--- src/rtl/sha3_pkg.sv ---
// Shared constants, state encoding and reference digests for the SHA3-256
// absorb controller.
package sha3_pkg;

  localparam int RATE_WORDS = 34;
  localparam int WORD_W     = 32;
  localparam int DIGEST_W   = 256;
  localparam int RATE_BYTES = 136;
  localparam int BLOCK_W    = RATE_WORDS * WORD_W;

  localparam logic [7:0] PAD_DS  = 8'h06;
  localparam logic [7:0] PAD_END = 8'h80;

  localparam logic [DIGEST_W-1:0] SHA3_256_EMPTY =
    256'ha7ffc6f8bf1ed76651c14756a061d662f580ff4de43b49fa82d80a4b80f8434a;
  localparam logic [DIGEST_W-1:0] SHA3_256_ABC =
    256'h3a985da74fe225b2045c172d6bd390bd855f086e3e9d525b46bfe24511431532;

  typedef enum logic [2:0] {
    ST_IDLE,
    ST_FILL,
    ST_PAD,
    ST_START,
    ST_WAIT,
    ST_DONE,
    ST_DRAIN
  } state_e;

endpackage

--- src/rtl/sha3_absorb_ctrl_if.sv ---
// Message-stream, core-handshake and status signals of the absorb controller,
// named from the controller's point of view.
interface sha3_absorb_ctrl_if;
  import sha3_pkg::*;

  logic                msg_valid_i;
  logic                msg_ready_o;
  logic [WORD_W-1:0]   msg_data_i;
  logic                msg_last_i;
  logic [2:0]          msg_bytes_i;
  logic                abort_i;

  logic                core_start_o;
  logic                core_first_o;
  logic [BLOCK_W-1:0]  core_block_o;
  logic                core_done_i;
  logic [DIGEST_W-1:0] core_digest_i;

  logic [DIGEST_W-1:0] digest_o;
  logic                digest_valid_o;
  logic                busy_o;
  logic [15:0]         blocks_o;

  modport slave (
    input  msg_valid_i, msg_data_i, msg_last_i, msg_bytes_i, abort_i,
    input  core_done_i, core_digest_i,
    output msg_ready_o, core_start_o, core_first_o, core_block_o,
    output digest_o, digest_valid_o, busy_o, blocks_o
  );

  modport master (
    output msg_valid_i, msg_data_i, msg_last_i, msg_bytes_i, abort_i,
    output core_done_i, core_digest_i,
    input  msg_ready_o, core_start_o, core_first_o, core_block_o,
    input  digest_o, digest_valid_o, busy_o, blocks_o
  );

endinterface

--- src/rtl/sha3_pad_insert.sv ---
// Combinational SHA-3 padding: ORs the domain byte in at pad_pos_i and the
// end marker into the last rate byte.
module sha3_pad_insert
  import sha3_pkg::*;
(
  input  logic [BLOCK_W-1:0] block_i,
  input  logic [7:0]         pad_pos_i,
  output logic [BLOCK_W-1:0] block_o
);

  always_comb begin
    block_o = block_i;
    for (int i = 0; i < RATE_BYTES; i++) begin
      if (pad_pos_i == 8'(i)) begin
        block_o[8*i +: 8] = block_i[8*i +: 8] | PAD_DS;
      end
    end
    block_o[BLOCK_W-1 -: 8] = block_o[BLOCK_W-1 -: 8] | PAD_END;
  end

endmodule

--- src/rtl/sha3_absorb_ctrl.sv ---
// Packs a 32-bit message stream into padded 1088-bit rate blocks, issues one
// core start per block and captures the SHA3-256 digest after the last one.
module sha3_absorb_ctrl
  import sha3_pkg::*;
(
  input  logic         wb_clk_i,
  input  logic         wb_rst_ni,
  sha3_absorb_ctrl_if.slave bus
);

  state_e              state_q, state_d;
  logic [BLOCK_W-1:0]  buf_q, buf_d, padded;
  logic [5:0]          wordCnt_q, wordCnt_d;
  logic [7:0]          padPos_q, padPos_d;
  logic                finalBlk_q, finalBlk_d;
  logic                padOnly_q, padOnly_d;
  logic                first_q, first_d;
  logic [DIGEST_W-1:0] digest_q, digest_d;
  logic                digestValid_q, digestValid_d;
  logic [15:0]         blocks_q, blocks_d;

  logic                msgReady;
  logic                accept;
  logic [5:0]          slot;
  logic [WORD_W-1:0]   wordMasked;

  sha3_pad_insert uPad (
    .block_i   (buf_q),
    .pad_pos_i (padPos_q),
    .block_o   (padded)
  );

  always_ff @(posedge wb_clk_i or negedge wb_rst_ni) begin
    if (!wb_rst_ni) begin
      state_q       <= ST_IDLE;
      buf_q         <= '0;
      wordCnt_q     <= '0;
      padPos_q      <= '0;
      finalBlk_q    <= 1'b0;
      padOnly_q     <= 1'b0;
      first_q       <= 1'b1;
      digest_q      <= '0;
      digestValid_q <= 1'b0;
      blocks_q      <= '0;
    end else begin
      state_q       <= state_d;
      buf_q         <= buf_d;
      wordCnt_q     <= wordCnt_d;
      padPos_q      <= padPos_d;
      finalBlk_q    <= finalBlk_d;
      padOnly_q     <= padOnly_d;
      first_q       <= first_d;
      digest_q      <= digest_d;
      digestValid_q <= digestValid_d;
      blocks_q      <= blocks_d;
    end
  end

  // A word that arrives together with abort is dropped.
  assign accept = bus.msg_valid_i && msgReady && !bus.abort_i;
  assign slot   = (state_q == ST_FILL) ? wordCnt_q : 6'd0;

  always_comb begin
    for (int b = 0; b < 4; b++) begin
      wordMasked[8*b +: 8] = (!bus.msg_last_i || (3'(b) < bus.msg_bytes_i)) ?
                             bus.msg_data_i[8*b +: 8] : 8'h00;
    end
  end

  always_comb begin
    state_d       = state_q;
    buf_d         = buf_q;
    wordCnt_d     = wordCnt_q;
    padPos_d      = padPos_q;
    finalBlk_d    = finalBlk_q;
    padOnly_d     = padOnly_q;
    first_d       = first_q;
    digest_d      = digest_q;
    digestValid_d = digestValid_q;
    blocks_d      = blocks_q;

    if (bus.abort_i) begin
      buf_d         = '0;
      wordCnt_d     = '0;
      digestValid_d = 1'b0;
      blocks_d      = '0;
      finalBlk_d    = 1'b0;
      padOnly_d     = 1'b0;
      first_d       = 1'b1;
      // The core is still permuting in WAIT/DRAIN, so its done must be swallowed.
      state_d       = (state_q == ST_WAIT || state_q == ST_DRAIN) ? ST_DRAIN : ST_IDLE;
    end else begin
      unique case (state_q)
        ST_IDLE, ST_DONE, ST_FILL: begin
          if (accept) begin
            if (state_q != ST_FILL) begin
              buf_d         = '0;
              digestValid_d = 1'b0;
              blocks_d      = '0;
              first_d       = 1'b1;
              finalBlk_d    = 1'b0;
              padOnly_d     = 1'b0;
            end
            buf_d[WORD_W*slot +: WORD_W] = wordMasked;
            wordCnt_d = slot + 6'd1;
            if (bus.msg_last_i) begin
              padPos_d = {slot, 2'b00} + {5'b0, bus.msg_bytes_i};
              state_d  = ST_PAD;
            end else if (slot == 6'(RATE_WORDS - 1)) begin
              finalBlk_d = 1'b0;
              state_d    = ST_START;
            end else begin
              state_d = ST_FILL;
            end
          end
        end
        ST_PAD: begin
          if (padPos_q < 8'(RATE_BYTES)) begin
            buf_d      = padded;
            finalBlk_d = 1'b1;
            padOnly_d  = 1'b0;
          end else begin
            finalBlk_d = 1'b0;
            padOnly_d  = 1'b1;
          end
          state_d = ST_START;
        end
        ST_START: begin
          first_d = 1'b0;
          state_d = ST_WAIT;
        end
        ST_WAIT: begin
          if (bus.core_done_i) begin
            if (blocks_q != 16'hFFFF) begin
              blocks_d = blocks_q + 16'd1;
            end
            if (finalBlk_q) begin
              digest_d      = bus.core_digest_i;
              digestValid_d = 1'b1;
              state_d       = ST_DONE;
            end else if (padOnly_q) begin
              buf_d                   = '0;
              buf_d[7:0]              = PAD_DS;
              buf_d[BLOCK_W-1 -: 8]   = PAD_END;
              padOnly_d               = 1'b0;
              finalBlk_d              = 1'b1;
              state_d                 = ST_START;
            end else begin
              buf_d     = '0;
              wordCnt_d = '0;
              state_d   = ST_FILL;
            end
          end
        end
        ST_DRAIN: begin
          if (bus.core_done_i) begin
            state_d = ST_IDLE;
          end
        end
        default: state_d = ST_IDLE;
      endcase
    end
  end

  always_comb begin
    msgReady         = 1'b0;
    bus.core_start_o = 1'b0;
    bus.core_first_o = 1'b0;
    bus.busy_o       = 1'b1;
    case (state_q)
      ST_IDLE, ST_DONE: begin
        msgReady   = 1'b1;
        bus.busy_o = 1'b0;
      end
      ST_FILL: msgReady = 1'b1;
      ST_START: begin
        bus.core_start_o = 1'b1;
        bus.core_first_o = first_q;
      end
      default: ;
    endcase
  end

  assign bus.msg_ready_o    = msgReady;
  assign bus.core_block_o   = buf_q;
  assign bus.digest_o       = digest_q;
  assign bus.digest_valid_o = digestValid_q;
  assign bus.blocks_o       = blocks_q;

endmodule

--- src/flat_wrapper.sv ---
// flat-port wrapper written by rule: the top's interface ports become plain ports
module sha3_absorb_ctrl_flat import sha3_pkg::*;
  (wb_clk_i, wb_rst_ni, bus_msg_valid_i, bus_msg_data_i, bus_msg_last_i, bus_msg_bytes_i, bus_abort_i, bus_core_done_i, bus_core_digest_i, bus_msg_ready_o, bus_core_start_o, bus_core_first_o, bus_core_block_o, bus_digest_o, bus_digest_valid_o, bus_busy_o, bus_blocks_o);
  sha3_absorb_ctrl_if bus_i ();
  input  logic wb_clk_i;
  input  logic wb_rst_ni;
  input wire logic [$bits(bus_i.msg_valid_i)-1:0] bus_msg_valid_i;
  input wire logic [$bits(bus_i.msg_data_i)-1:0] bus_msg_data_i;
  input wire logic [$bits(bus_i.msg_last_i)-1:0] bus_msg_last_i;
  input wire logic [$bits(bus_i.msg_bytes_i)-1:0] bus_msg_bytes_i;
  input wire logic [$bits(bus_i.abort_i)-1:0] bus_abort_i;
  input wire logic [$bits(bus_i.core_done_i)-1:0] bus_core_done_i;
  input wire logic [$bits(bus_i.core_digest_i)-1:0] bus_core_digest_i;
  output wire logic [$bits(bus_i.msg_ready_o)-1:0] bus_msg_ready_o;
  output wire logic [$bits(bus_i.core_start_o)-1:0] bus_core_start_o;
  output wire logic [$bits(bus_i.core_first_o)-1:0] bus_core_first_o;
  output wire logic [$bits(bus_i.core_block_o)-1:0] bus_core_block_o;
  output wire logic [$bits(bus_i.digest_o)-1:0] bus_digest_o;
  output wire logic [$bits(bus_i.digest_valid_o)-1:0] bus_digest_valid_o;
  output wire logic [$bits(bus_i.busy_o)-1:0] bus_busy_o;
  output wire logic [$bits(bus_i.blocks_o)-1:0] bus_blocks_o;
  assign bus_i.msg_valid_i = bus_msg_valid_i;
  assign bus_i.msg_data_i = bus_msg_data_i;
  assign bus_i.msg_last_i = bus_msg_last_i;
  assign bus_i.msg_bytes_i = bus_msg_bytes_i;
  assign bus_i.abort_i = bus_abort_i;
  assign bus_i.core_done_i = bus_core_done_i;
  assign bus_i.core_digest_i = bus_core_digest_i;
  assign bus_msg_ready_o = bus_i.msg_ready_o;
  assign bus_core_start_o = bus_i.core_start_o;
  assign bus_core_first_o = bus_i.core_first_o;
  assign bus_core_block_o = bus_i.core_block_o;
  assign bus_digest_o = bus_i.digest_o;
  assign bus_digest_valid_o = bus_i.digest_valid_o;
  assign bus_busy_o = bus_i.busy_o;
  assign bus_blocks_o = bus_i.blocks_o;
  sha3_absorb_ctrl u_core (.wb_clk_i(wb_clk_i), .wb_rst_ni(wb_rst_ni), .bus(bus_i));
endmodule
--- config.mk ---
export PLATFORM = sky130hd
export DESIGN_NAME = sha3_absorb_ctrl_flat
export DESIGN_NICKNAME = d
export VERILOG_FILES = /design/src/rtl/sha3_pkg.sv /design/src/rtl/sha3_absorb_ctrl_if.sv /design/src/rtl/sha3_pad_insert.sv /design/src/rtl/sha3_absorb_ctrl.sv /design/src/flat_wrapper.sv
export SDC_FILE = /design/constraint.sdc
export NUM_CORES = 2
export LEC_CHECK = 0
export ABC_AREA = 1
export CAP_MARGIN = 40
export CORE_AREA = 2 2 642 644
export DETAILED_ROUTE_END_ITERATION = 12
export DIE_AREA = 0 0 644 646
export DONT_BUFFER_PORTS = 1
export PLACE_DENSITY = 0.39
export REMOVE_ABC_BUFFERS = 1
export SLEW_MARGIN = 30
export SYNTH_ARGS = -nofsm -noshare
export SYNTH_HDL_FRONTEND = slang
export SYNTH_SLANG_ARGS = --single-unit
--- constraint.sdc ---
create_clock -name wb_clk_i -period 6.7 [get_ports wb_clk_i]
set_input_delay 0.67 -clock wb_clk_i [delete_from_list [all_inputs] [get_ports wb_clk_i]]
set_output_delay 0.67 -clock wb_clk_i [all_outputs]
set_load 0.005 [all_outputs]
# Yosys cells after proc, flatten, opt, wreduce, memory -nomap -nowiden
# Index checks and enable logic that the tools add are counted.
[totals]
regBits = 1381
latch_bits = 0
ramBits = 0
romBits = 0
inputBits = 297
output_inout_bits = 1365
elab_cells = 816
mem_count = 0
[classes]
addsub = 4
n_mul = 0
div = 0
magnitude_cmp = 5
eq_ne = 290
shifts = 2
mux = 204
bitwise_logic = 1
n_reduce_logical = 163
[op_table]
columns = ["cell", "n"]
rows = [
  ["1088-bit two-way mux", 10],
  ["1088-bit one-hot mux with 3 select lines", 1],
  ["1088-bit bitwise mux", 1],
  ["32-bit by 34-bit variable shift with 1088-bit output (first input constant)", 1],
  ["32-bit by 34-bit variable part select with 1088-bit output", 1],
  ["6-bit AND reduction", 136],
  ["8-bit by 7-bit equality test with 1-bit output (second input constant)", 64],
  ["3-bit two-way mux", 143],
  ["3-bit inequality test (second input constant)", 141],
  ["8-bit by 6-bit equality test with 1-bit output (second input constant)", 32],
  ["8-bit by 5-bit equality test with 1-bit output (second input constant)", 16],
  ["16-bit two-way mux", 5],
  ["8-bit by 4-bit equality test with 1-bit output (second input constant)", 8],
  ["8-bit equality test (second input constant)", 8],
  ["6-bit two-way mux", 6],
  ["11-bit negation with 34-bit output", 1],
  ["8-bit by 3-bit equality test with 1-bit output (second input constant)", 4],
  ["8-bit two-way mux", 4],
  ["16-bit one-hot mux with 2 select lines", 1],
  ["5-bit AND reduction", 6],
  ["1-bit two-way mux", 25],
  ["16-bit by 1-bit adder with 16-bit output (second input constant)", 1],
  ["8-bit by 2-bit equality test with 1-bit output (second input constant)", 2],
  ["16-bit inequality test (second input constant)", 1],
  ["30 further kinds", 51],
]

# Longest topological paths before layout
[logic_depth]
depth_word = 12
mapped_depth = 21
mapped_depth_nobuf = 20

# Modules after synthesis
# A second synthesis with hierarchy kept.
[hier_totals]
cells_unflattened = 11342
hier_area_um2 = 80193.2
[by_module_without_submodules]
columns = ["module", "n_inst", "cells_per_inst", "area_per_inst_um2", "seq_area_each_um2"]
rows = [
  ["sha3_absorb_ctrl", 1, 9784, 71041.9, 34559.4],
  ["sha3_pad_insert", 1, 1558, 9151.3, 0.0],
]

# Worst setup path before layout
# OpenSTA, ideal clock, no wires.
[synth_timing]
path_type = "register to register"
startpoint = "register u_core.state_q[0]"
endpoint = "register u_core.buf_q[1000], in the netlist u_core.bus.core_block_o[1000]"
setup_time_ps = 134
arrival_time_ps = 3535
t_required_ps = 6566
slack_ps = 3031
path_stages_with_launch = 21
path_buffers = 6
synth_period_minus_slack_ps = 3669
cell_sequence = "dfrtp_1 > nand2_2 > nor2_8 > nand2_1 > clkbuf_1 > clkbuf_1 > ha_1 > buf_2 > inv_1 > clkbuf_1 > nand2_2 > inv_2 > nand2_2 > nor2_1 > nand2_1 > nand2_1 > nand2_1 > buf_2 > buf_1 > nand2_1 > o31ai_1"
[synth_via]
elab_chain_len = 9
elab_cells_between_ends = 28
cone_classes = "add/sub (1); eq/ne (9); shift (2); mux (10); reduce/logical (6)"
[synth_rtl]
columns = ["item", "line", "source"]
rows = [
  ["start: declaration", "sha3_absorb_ctrl.sv:11", "state_e state_q, state_d;"],
  ["start signal: assignment", "sha3_absorb_ctrl.sv:46", "state_q <= state_d;"],
  ["parallel branches: the longest is 9 deep, another holds 11-bit negation with 34-bit output", "--", ""],
  ["end signal: assignment", "sha3_absorb_ctrl.sv:47", "buf_q <= buf_d;"],
  ["end: declaration", "sha3_absorb_ctrl.sv:12", "logic [BLOCK_W-1:0] buf_q, buf_d, padded;"],
]
# Parallel ways; which one is timed is not known. The select of a mux whose other input is x is not followed.
# A chain may end at the register's enable or synchronous reset.

# Final worst setup path
[layout_timing]
startpoint = "register u_core.state_q[0]"
endpoint = "register u_core.buf_q[508], in the netlist u_core.bus.core_block_o[508]"
# The elaborated chain is that of the path after synthesis.

==> results.md <==
* Status: finished, final reports clean
* Global route overflow at 0
* Post-CTS setup buffers at 0
* Routed length per instance at 33.0 µm
* CP max stage cell: inv_4
* Vias in the first global route at 54.7k
* Seq/Total Area, Yosys at 55.3%
* Crit-path cells: inv_2 > nor2_2 > nand2_2 > nor2_1 > inv_1 > ha_4 > inv_4 > nand2_2 > inv_2 > nand2_2 > nor2_1 > nand2_1 > a21oi_4 > buf_4 > inv_2 > nand2_1 > o21ai_0
* Final hold vios at 0
* Final ANT Viol Nets at 0
* Input/output buffers at 0
* Residual DRC count at 0
* VDD IR max at 241 µV
* RSZ-0062 raised after global routing: false
* Worst-path maximum fanout at 25
* Max-cap violation count at 0
* Full die area at 416000 µm²
* Fin crit period at 5.00 ns
* Post-synth EDFFs at 0
* First-pass GRT wire length at 565000 µm
* Worst-Skew Late Latency at 0.94 ns
* Routability Congestion at 0.870
* Final core occ at 19.5%
* Critical path data arrival time at 5.72 ns
* Initial antenna violation count at 71
* Fmax at 200 MHz
* Clock Skew at 0.0649 ns
* Iter 0 DRT Violations at 5068
* Die Height at 646 µm
* Clock sink count at 1381
* Tcrit/Tclk final at 74.6%
* Post-synthesis cell type count at 48
* Crit Path Category: register to register
* Req. time, crit path at 7.42 ns
* Final Setup Violations at 0
* Yosys Warn Count at 0
* Nets at 7777
* Layout cell share with drive strength beyond 1 at 12.2%
* CTS H-Tree Depth at 4
* CTS tree: built
* PD cells at 388 nW/µm²
* Pin count of the biggest net entering global routing at 167
* Critical Path Max Stage Delay at 0.55 ns
* Post-synth top area share at 55.3%
* Clock Path Buffers at 4
* Area leader, netlist: dfrtp_1
* TritonCTS Buffers at 187
* FF+latch count, synth at 1381
* CP Capture Type: register
* Tot Pwr at 31.0 mW
* Finished Cell Area at 79700 µm²
* HP Class: input pin to register
* Finished Layout Cells at 13.2k
* Detailed Place HPWL at 340000 µm
* DP Area at 70100 µm²
* Leakage at 35.1 nW
* Vias per inst at 4.17
* Synthesis-to-finish area growth at 27.5%
* Mapped Area at 62500 µm²
* Mean Syn Cell Area at 8.58 µm²
* CTS root buf: clkbuf_16
* 1st-pass router iterations at 8
* Worst setup SP type: register
* Initial core utilization at 15.3%
* Reg2Reg Depth at 17
* Core area at 409000 µm²
* Top FF cell, synth: dfrtp_1
* Dpl ws at 1.65 ns
* Final wirelength at 436000 µm
* Min Hold Slack at 0.114 ns
* Placed Cells at 12.5k
* Top Ports at 1662
* Setup TNS at 0 ns
* Gate count of the mapped netlist at 7282
* Die width at 644 µm
* Ys async rst share at 100%
* # rows at 235
* Fin. max-slew vios at 0
* Worst slew pin tran at 0.953 ns
* Post-route setup slack at 1.70 ns
* Slew HR at 36.0%
* Synth area leaders: dfrtp_1 55%, nand2_1 13%, o21ai_0 4.9%
* Hold Path Depth at 2
* GRT Overall Usage at 20.2%
* Vias at 55.1k
* Clock Pin Slew Worst Setup and Hold Paths at 0.06 ns
## metal layers
metal	up-vias	global-route usage (%)	wire [µm]
met5	-	0	79
met4	12	11.6	27100
met3	572	6.24	34600
met2	2181	36.6	224000
met1	27700	20.5	150000
li1	24600	-	-
## critical path, delay by kind of cell (launching register included)
kind	cells	cell delay, ns
compound gates	2	0.30
buf+inv	6	1.90
fa+ha+maj	1	0.37
flops	1	0.43
simple gates	8	1.72
## cells by family (layout without fill, tap and decap cells)
family                     Yosys count  in the layout  synth area share (%)
and+or+nand+nor                   3456           3456                  23.0
xor gates and xnor gates             6              6                 0.114
muxes                              256            256                  4.61
buffers and inverters              905           1242                  5.85
other                                0            135                     0
AOI/OAI and AO/OA                 1271           1271                  10.9
adders and majority gates            7              7                 0.140
DFF                               1381           1381                  55.3
## cells in the mapped netlist (all sizes together), types with 4 or more instances
library cell / n
nand2: 2262
dfrtp: 1380
o21ai: 911
nand3: 511
inv: 426
nor2: 370
mux2: 256
buf: 242
clkbuf: 233
nor3: 229
a21oi: 159
o31ai: 128
nand4: 56
o22ai: 54
nor4: 14
or2: 12
ha: 7
xor2: 6
a31oi: 5
o211ai: 5
clkinv: 4
## where the power goes
part / total (mW) / switching (mW) / internal [mW]
Clock: 10.7 / 4.45 / 6.25
Sequential: 12.1 / 2.58 / 9.54
Combinational: 8.14 / 5.96 / 2.18
Total: 31.0 / 13.0 / 18.0
## flip-flops by register name, indices dropped and copies added, names as in the netlist
register                   count
u_core.bus.core_block_o     1088
u_core.bus.digest_o          256
u_core.first_q                 1
u_core.bus.digest_valid_o      1
u_core.bus.blocks_o           16
u_core.wordCnt_q               6
u_core.padPos_q                8
u_core.finalBlk_q              1
u_core.state_q                 3
u_core.padOnly_q               1
## layout make-up
class                      count  area [µm²]
antenna                      135         338
clock buffer                 263        5350
clock inverter                72        1000
fill                       45600      329000
inverter                     430        1630
multi-input combinational   4996       24800
sequential                  1381       34600
tap                         5451        6820
timing repair buffer         477        5200
## repair_timing
action                                 CTS  global route
hold buffers                           279             0
resized for setup                        0             0
endpoints found under the hold margin  560             0
## layout by cell type (no fill, tap or decap), types with 5 or more instances in the layout
cell type / netlist / final
a21oi_1: 155 / 155
buf_12: 0 / 17
buf_16: 0 / 35
buf_4: 4 / 140
bufinv_16: 0 / 17
clkbuf_1: 233 / 38
clkbuf_16: 0 / 187
clkbuf_8: 0 / 38
clkinv_2: 0 / 25
clkinvlp_4: 0 / 14
dfrtp_1: 1380 / 1380
diode_2: 0 / 135
dlygate4sd3_1: 0 / 278
ha_1: 7 / 6
inv_1: 409 / 402
inv_2: 17 / 19
inv_6: 0 / 8
mux2_2: 256 / 256
nand2_1: 2247 / 2219
nand2_2: 14 / 34
nand2_4: 1 / 7
nand3_1: 507 / 505
nand4_1: 45 / 45
nand4_2: 11 / 11
nor2_1: 341 / 322
nor2_2: 21 / 14
nor2_4: 5 / 31
nor3_1: 228 / 206
nor3_2: 0 / 19
nor4_1: 14 / 13
o211ai_1: 5 / 5
o21ai_0: 606 / 606
o21ai_1: 305 / 304
o22ai_1: 54 / 54
o31ai_1: 127 / 127
or2_2: 12 / 12
## worst paths after layout
kind | startpoint | to | slack [ns]
max | u_core.state_q[0]$_DFFE_PN0P_ | u_core.bus.core_block_o[508]$_DFFE_PN0P_ | 1.70
min | bus_msg_data_i[7] | u_core.bus.core_block_o[7]$_DFFE_PN0P_ | 0.11
max reg2reg | u_core.state_q[0]$_DFFE_PN0P_ | u_core.bus.core_block_o[508]$_DFFE_PN0P_ | 1.70
min reg2reg | u_core.bus.core_block_o[79]$_DFFE_PN0P_ | u_core.bus.core_block_o[79]$_DFFE_PN0P_ | 0.50
max in group asynchronous | wb_rst_ni | u_core.bus.core_block_o[843]$_DFFE_PN0P_ | 2.86
min in group asynchronous | wb_rst_ni | u_core.bus.core_block_o[560]$_DFFE_PN0P_ | 0.47
(Power assumes the default switching activity.)
